**src/rtl/cla_pkg.sv**
```systemverilog
`default_nettype none
// ============================================================================
// Module      : cla_pkg
// Description : Shared constants, types and helpers for the CLA add/sub pipe.
// Revision    : 1.0
// ============================================================================
package cla_pkg;

    localparam int c_BLOCK_2   = 2;
    localparam int c_BLOCK_4   = 4;
    localparam int c_BLOCK_8   = 8;
    localparam int c_BLOCK_MAX = c_BLOCK_8;

    typedef enum logic [1:0] {
        STG_ONE = 2'd1,
        STG_TWO = 2'd2
    } stages_e;

    typedef struct packed {
        logic p;
        logic g;
    } grp_pg_t;

    function automatic logic block_is_legal(input int blk);
        return (blk == c_BLOCK_2) || (blk == c_BLOCK_4) || (blk == c_BLOCK_8);
    endfunction

    // Group propagate/generate over the low n bits, written as flat sum-of-products.
    function automatic grp_pg_t group_pg(input logic [c_BLOCK_MAX-1:0] p,
                                         input logic [c_BLOCK_MAX-1:0] g,
                                         input int                     n);
        grp_pg_t r;
        logic    t;
        r.p = 1'b1;
        r.g = 1'b0;
        for (int i = 0; i < c_BLOCK_MAX; i++) begin
            if (i < n) begin
                r.p = r.p & p[i];
                t   = g[i];
                for (int j = i + 1; j < c_BLOCK_MAX; j++) begin
                    if (j < n) t = t & p[j];
                end
                r.g = r.g | t;
            end
        end
        return r;
    endfunction

endpackage
`default_nettype wire

```
**src/rtl/cla_group.sv**
```systemverilog
`default_nettype none
// ============================================================================
// Module      : cla_group
// Description : One BLOCK-bit lookahead group: per-bit carries and group P/G.
// Revision    : 1.0
// ============================================================================
module cla_group
    import cla_pkg::*;
#(
    parameter int BLOCK = 4
) (
    input  logic [BLOCK-1:0] p_i,
    input  logic [BLOCK-1:0] g_i,
    input  logic             cin_i,
    output logic [BLOCK-1:0] c_o,
    output grp_pg_t          pg_o
);

    logic w_term;

    // c_o[k] is the carry into bit k, expanded so no bit waits on its neighbour.
    always_comb begin
        c_o    = '0;
        w_term = 1'b0;
        for (int k = 0; k < BLOCK; k++) begin
            w_term = cin_i;
            for (int j = 0; j < k; j++) w_term = w_term & p_i[j];
            c_o[k] = w_term;
            for (int i = 0; i < k; i++) begin
                w_term = g_i[i];
                for (int j = i + 1; j < k; j++) w_term = w_term & p_i[j];
                c_o[k] = c_o[k] | w_term;
            end
        end
    end

    assign pg_o = group_pg(c_BLOCK_MAX'(p_i), c_BLOCK_MAX'(g_i), BLOCK);

endmodule
`default_nettype wire

```
**src/rtl/pipelined_cla_addsub.sv**
```systemverilog
`default_nettype none
// ============================================================================
// Module      : pipelined_cla_addsub
// Description : Valid/ready pipelined two-level carry-lookahead adder/subtractor.
// Revision    : 1.0
// ============================================================================
module pipelined_cla_addsub
    import cla_pkg::*;
#(
    parameter int WIDTH  = 32,
    parameter int BLOCK  = 4,
    parameter int STAGES = 2
) (
    input  logic             clk,
    input  logic             rst,
    input  logic             in_valid,
    output logic             in_ready,
    input  logic [WIDTH-1:0] a,
    input  logic [WIDTH-1:0] b,
    input  logic             cin,
    input  logic             sub,
    output logic             out_valid,
    input  logic             out_ready,
    output logic [WIDTH-1:0] result,
    output logic             cout,
    output logic             ovf,
    output logic             zero
);

    localparam int c_NGRP = WIDTH / BLOCK;

    generate
        if (((WIDTH % BLOCK) != 0) || (WIDTH < 4) || (WIDTH > 64)) begin : g_bad_width
            $error("pipelined_cla_addsub: WIDTH must be 4..64 and a multiple of BLOCK");
        end
        if (!block_is_legal(BLOCK)) begin : g_bad_block
            $error("pipelined_cla_addsub: BLOCK must be 2, 4 or 8");
        end
        if ((STAGES != int'(STG_ONE)) && (STAGES != int'(STG_TWO))) begin : g_bad_stages
            $error("pipelined_cla_addsub: STAGES must be 1 or 2");
        end
    endgenerate

    logic                 w_adv;
    logic [WIDTH-1:0]     w_bx;
    logic [WIDTH-1:0]     w_p_in;
    logic [WIDTH-1:0]     w_g_in;
    logic                 w_cv;
    logic [WIDTH-1:0]     w_cp;
    logic [WIDTH-1:0]     w_cg;
    logic                 w_ccin;
    grp_pg_t [c_NGRP-1:0] w_cgpg;
    grp_pg_t [c_NGRP-1:0] w_ipg;
    logic [c_NGRP:0]      w_gc;
    logic [WIDTH-1:0]     w_bc;
    logic [WIDTH-1:0]     w_sum_d;
    logic                 w_cout_d;
    logic                 w_ovf_d;
    logic                 w_zero_d;

    logic                 r_out_valid_q;
    logic [WIDTH-1:0]     r_result_q;
    logic                 r_cout_q;
    logic                 r_ovf_q;
    logic                 r_zero_q;

    assign w_adv    = rst | ~r_out_valid_q | out_ready;
    assign in_ready = w_adv;

    assign w_bx   = sub ? ~b : b;
    assign w_p_in = a ^ w_bx;
    assign w_g_in = a & w_bx;

    generate
        if (STAGES == int'(STG_TWO)) begin : g_two_stage
            grp_pg_t [c_NGRP-1:0] w_gpg_d;
            grp_pg_t [c_NGRP-1:0] r_gpg_q;
            logic                 r_s1_valid_q;
            logic [WIDTH-1:0]     r_p_q;
            logic [WIDTH-1:0]     r_g_q;
            logic                 r_cin_q;
            logic                 w_unused_ipg;

            for (genvar j = 0; j < c_NGRP; j++) begin : g_grp_pg
                assign w_gpg_d[j] = group_pg(c_BLOCK_MAX'(w_p_in[j*BLOCK +: BLOCK]),
                                             c_BLOCK_MAX'(w_g_in[j*BLOCK +: BLOCK]), BLOCK);
            end

            always_ff @(posedge clk) begin
                if (rst) begin
                    r_s1_valid_q <= 1'b0;
                    r_p_q        <= '0;
                    r_g_q        <= '0;
                    r_cin_q      <= 1'b0;
                    r_gpg_q      <= '0;
                end else if (w_adv) begin
                    r_s1_valid_q <= in_valid;
                    if (in_valid) begin
                        r_p_q   <= w_p_in;
                        r_g_q   <= w_g_in;
                        r_cin_q <= cin;
                        r_gpg_q <= w_gpg_d;
                    end
                end
            end

            assign w_cv   = r_s1_valid_q;
            assign w_cp   = r_p_q;
            assign w_cg   = r_g_q;
            assign w_ccin = r_cin_q;
            // Group P/G already captured in stage 1; the instances' copies are redundant here.
            assign w_cgpg       = r_gpg_q;
            assign w_unused_ipg = ^w_ipg;
        end else begin : g_one_stage
            assign w_cv   = in_valid;
            assign w_cp   = w_p_in;
            assign w_cg   = w_g_in;
            assign w_ccin = cin;
            assign w_cgpg = w_ipg;
        end
    endgenerate

    always_comb begin
        w_gc    = '0;
        w_gc[0] = w_ccin;
        for (int j = 0; j < c_NGRP; j++) begin
            w_gc[j+1] = w_cgpg[j].g | (w_cgpg[j].p & w_gc[j]);
        end
    end

    generate
        for (genvar j = 0; j < c_NGRP; j++) begin : g_grp
            cla_group #(
                .BLOCK (BLOCK)
            ) u_cla_group (
                .p_i   (w_cp[j*BLOCK +: BLOCK]),
                .g_i   (w_cg[j*BLOCK +: BLOCK]),
                .cin_i (w_gc[j]),
                .c_o   (w_bc[j*BLOCK +: BLOCK]),
                .pg_o  (w_ipg[j])
            );
        end
    endgenerate

    assign w_sum_d  = w_cp ^ w_bc;
    assign w_cout_d = w_gc[c_NGRP];
    assign w_ovf_d  = w_bc[WIDTH-1] ^ w_gc[c_NGRP];
    assign w_zero_d = (w_sum_d == '0);

    always_ff @(posedge clk) begin
        if (rst) begin
            r_out_valid_q <= 1'b0;
            r_result_q    <= '0;
            r_cout_q      <= 1'b0;
            r_ovf_q       <= 1'b0;
            r_zero_q      <= 1'b0;
        end else if (w_adv) begin
            r_out_valid_q <= w_cv;
            if (w_cv) begin
                r_result_q <= w_sum_d;
                r_cout_q   <= w_cout_d;
                r_ovf_q    <= w_ovf_d;
                r_zero_q   <= w_zero_d;
            end
        end
    end

    assign out_valid = r_out_valid_q;
    assign result    = r_result_q;
    assign cout      = r_cout_q;
    assign ovf       = r_ovf_q;
    assign zero      = r_zero_q;

endmodule
`default_nettype wire

```
**config.mk**
```make
export PLATFORM = sky130hd
export DESIGN_NAME = pipelined_cla_addsub
export DESIGN_NICKNAME = d
export VERILOG_FILES = /design/src/rtl/cla_pkg.sv /design/src/rtl/cla_group.sv /design/src/rtl/pipelined_cla_addsub.sv
export SDC_FILE = /design/constraint.sdc
export NUM_CORES = 1
export LEC_CHECK = 0
export CAP_MARGIN = 40
export CORE_AREA = 2 2 168 129
export CTS_CLUSTER_SIZE = 16
export DETAILED_ROUTE_END_ITERATION = 6
export DIE_AREA = 0 0 170 131
export PLACE_DENSITY = 0.54
export SYNTH_ARGS = -nofsm -noshare
export SYNTH_HDL_FRONTEND = slang
export SYNTH_HIERARCHICAL = 1
export SYNTH_SLANG_ARGS = --single-unit
```
**constraint.sdc**
```tcl
create_clock -name clk -period 1.95 [get_ports clk]
set_input_delay 0.39 -clock clk [delete_from_list [all_inputs] [get_ports clk]]
set_output_delay 0.39 -clock clk [all_outputs]
set_load 0.02 [all_outputs]
```
==> impl_metrics.yaml <==
status:
  outcome: "finished with violations"
  violations: "negative setup slack"
routing:
  avgViaCountPerCell: 4.438
  totalWireLength_um: 15010
  top_layer: "met4"
  first_pass_iters: 4
  wl_met3_um: 655
  wl_per_cell_um: 13.68
  ant_nets: 0
  m1WireLength_um: 7948
  drt_iter0_drc: 343
  vias: 4869
  drc: 0
  wl_met2_um: 6255
clocking:
  htreeDepth: 3
  cts_tree: "built"
  cts.sinks: 110
  insertion_delay_ns: 0.35
  root_buffer: "clkbuf_16"
  clk_path_buf_depth: 2
  clk_pin_slew_ns: 0.07
  cts_buffers: 9
critical_path:
  crit_arrival_ns: 2.57
  cp-start-kind: "flip-flop"
  critPathSlowestCell: "dfxtp_2"
  critPathMaxStageDelay_ns: 0.34
  crit_required_ns: 2.25
  end_kind: "flip-flop"
  critPathMaxFanout: 2
  crit_chain: "a211oi_4 > o21a_1 > o21bai_2 > a21o_1 > a21oi_2 > inv_2 > a21o_1 > xnor2_2 > nand4_1 > nor4_2 > nand4_1 > nand2_1"
  worstSetupPathType: "flip-flop to flip-flop"
synth:
  syn_nets: 769
  postSynthAreaPerCell_um2: 8.441
  synth_cells: 667
  synth_warnings: 6
  syn-cell-area_um2: 5630
timing:
  post-route-period-util_pct: 116.5
  setup_viol: 3
  slew_violations: 0
  finClkSkew_ns: 0.01307
  min_period_ns: 2.272
  hold_violations: 0
  worst_pin_slew_ns: 0.5772
  rsz0062_at_grt: "true"
  slew_headroom_pct: 61.52
  worst_slack_ns: -0.3222
  fmax_ghz: 0.4401
global_routing:
  grt_usage_pct: 13.64
  grt_pass1_wl_um: 23820
  antenna_found_initial: 0
  grt_overflow: 0
  grt_pass1_vias: 4590
  grt_max_degree: 112
floorplanning:
  core_area_um2: 20720
  dieWidth_um: 170
  ios: 107
  die_h_um: 131
  rows: 46
  die_area_um2: 22270
  start_util_pct: 27.17
run:
  cap_violations: 0
final_layout:
  fin_cells: 1097
  n_fill_cell: 2164
  area_growth_syn_to_layout_pct: 42.04
  drive_gt1_share_pct: 21.49
  layout.nets: 930
  insertedDiodeCount: 0
  utilization_pct: 38.60
place:
  gp_congestion: 0.7775
  hpwl_um: 11280
  dp_slack_ns: -0.3293
  dp.cells: 1076
  io_buffers: 106
power_and_ir_drop:
  finalPower_w: 0.005962
  ir_drop_uv: 528.6
  powerDensity_nw_per_um2: 745.5
  leakage_nw: 3.144
worst_hold_path:
  hold_path_class: "flip-flop to flip-flop"
-- critical path: cells and delay by family (launching register included) --
family,cells,cell delay (ns)
simple gates,4,0.63
xor+xnor,1,0.14
compound gates,6,1.07
buf+inv,1,0.05
flops,1,0.34
-- per-stage QoR --
stage / hold slack (ns) / area (µm²) / setup TNS (ns)
global placement: 0.4478 / 7540 / -7.609
global route: 0.4893 / 7998 / -1.705
finish: 0.4650 / 7998 / -0.5032
floorplan: 0.4361 / 5655 / -0.08252
detailed placement: 0.4492 / 7540 / -9.187
CTS: 0.4607 / 7856 / -0.3349
-- report_power, final --
group | internal (W) | switching, W
sequential | 0.00241 | 0.000135
combinational | 0.000885 | 0.000797
clock | 0.000908 | 0.000830
-- final timing paths --
check | slack, ns | endpoint | from | depth (start not counted)
setup / recovery | -0.32 | zero$_SDFFE_PP0P_ | g_two_stage.r_cin_q$_SDFFE_PP0P_ | 12
hold / removal | 0.46 | g_two_stage.r_g_q[14]$_SDFFE_PP0P_ | g_two_stage.r_g_q[14]$_SDFFE_PP0P_ | 2
setup reg to reg | -0.32 | zero$_SDFFE_PP0P_ | g_two_stage.r_cin_q$_SDFFE_PP0P_ | 12
hold reg to reg | 0.46 | g_two_stage.r_g_q[14]$_SDFFE_PP0P_ | g_two_stage.r_g_q[14]$_SDFFE_PP0P_ | 2
-- cell type report --
cell class | instances | area, µm² | share of cell area, %
flip-flops and latches | 110 | 2206 | 27.58
clock inverters | 4 | 30.03 | 0.3755
clock buffers | 12 | 246.5 | 3.082
inverters | 9 | 33.78 | 0.4224
well taps | 264 | 330.3 | 4.130
multi-input cells | 498 | 3269 | 40.88
repair buffers | 200 | 1882 | 23.53
-- repair_timing --
action | CTS | global route
buffers inserted | 1 | 7
resized for setup | 7 | 21
pin swaps | 5 | 21
hold buffers | 0 | 0
setup endpoints to repair | 6 | 17
-- registers in the layout, indices dropped and copies added, names as in the netlist, 16 cells and up --
name and cells:
g_two_stage.r_g_q 24, g_two_stage.r_gpg_q 16, g_two_stage.r_p_q 32, result 32
-- per-layer routing --
metal | up-vias | track usage (%)
met1 | 2202 | 20.03
li1 | 2577 | -
met3 | 9 | 2.982
met2 | 81 | 20.14
met5 | - | 0
met4 | 0 | 3.519
-- placed cells by master, fill, tap and decap left out, types with 13 or more instances in the layout --
master	instances
xnor2_1	22
o21ai_0	15
ha_1	32
clkdlybuf4s50_1	103
nor2_1	68
a21o_1	13
buf_4	83
a21oi_1	82
nand2_1	125
nand4_1	16
a211oi_2	32
dfxtp_1	107
xor2_1	33
No activity file was read; power rests on OpenSTA's default activity.
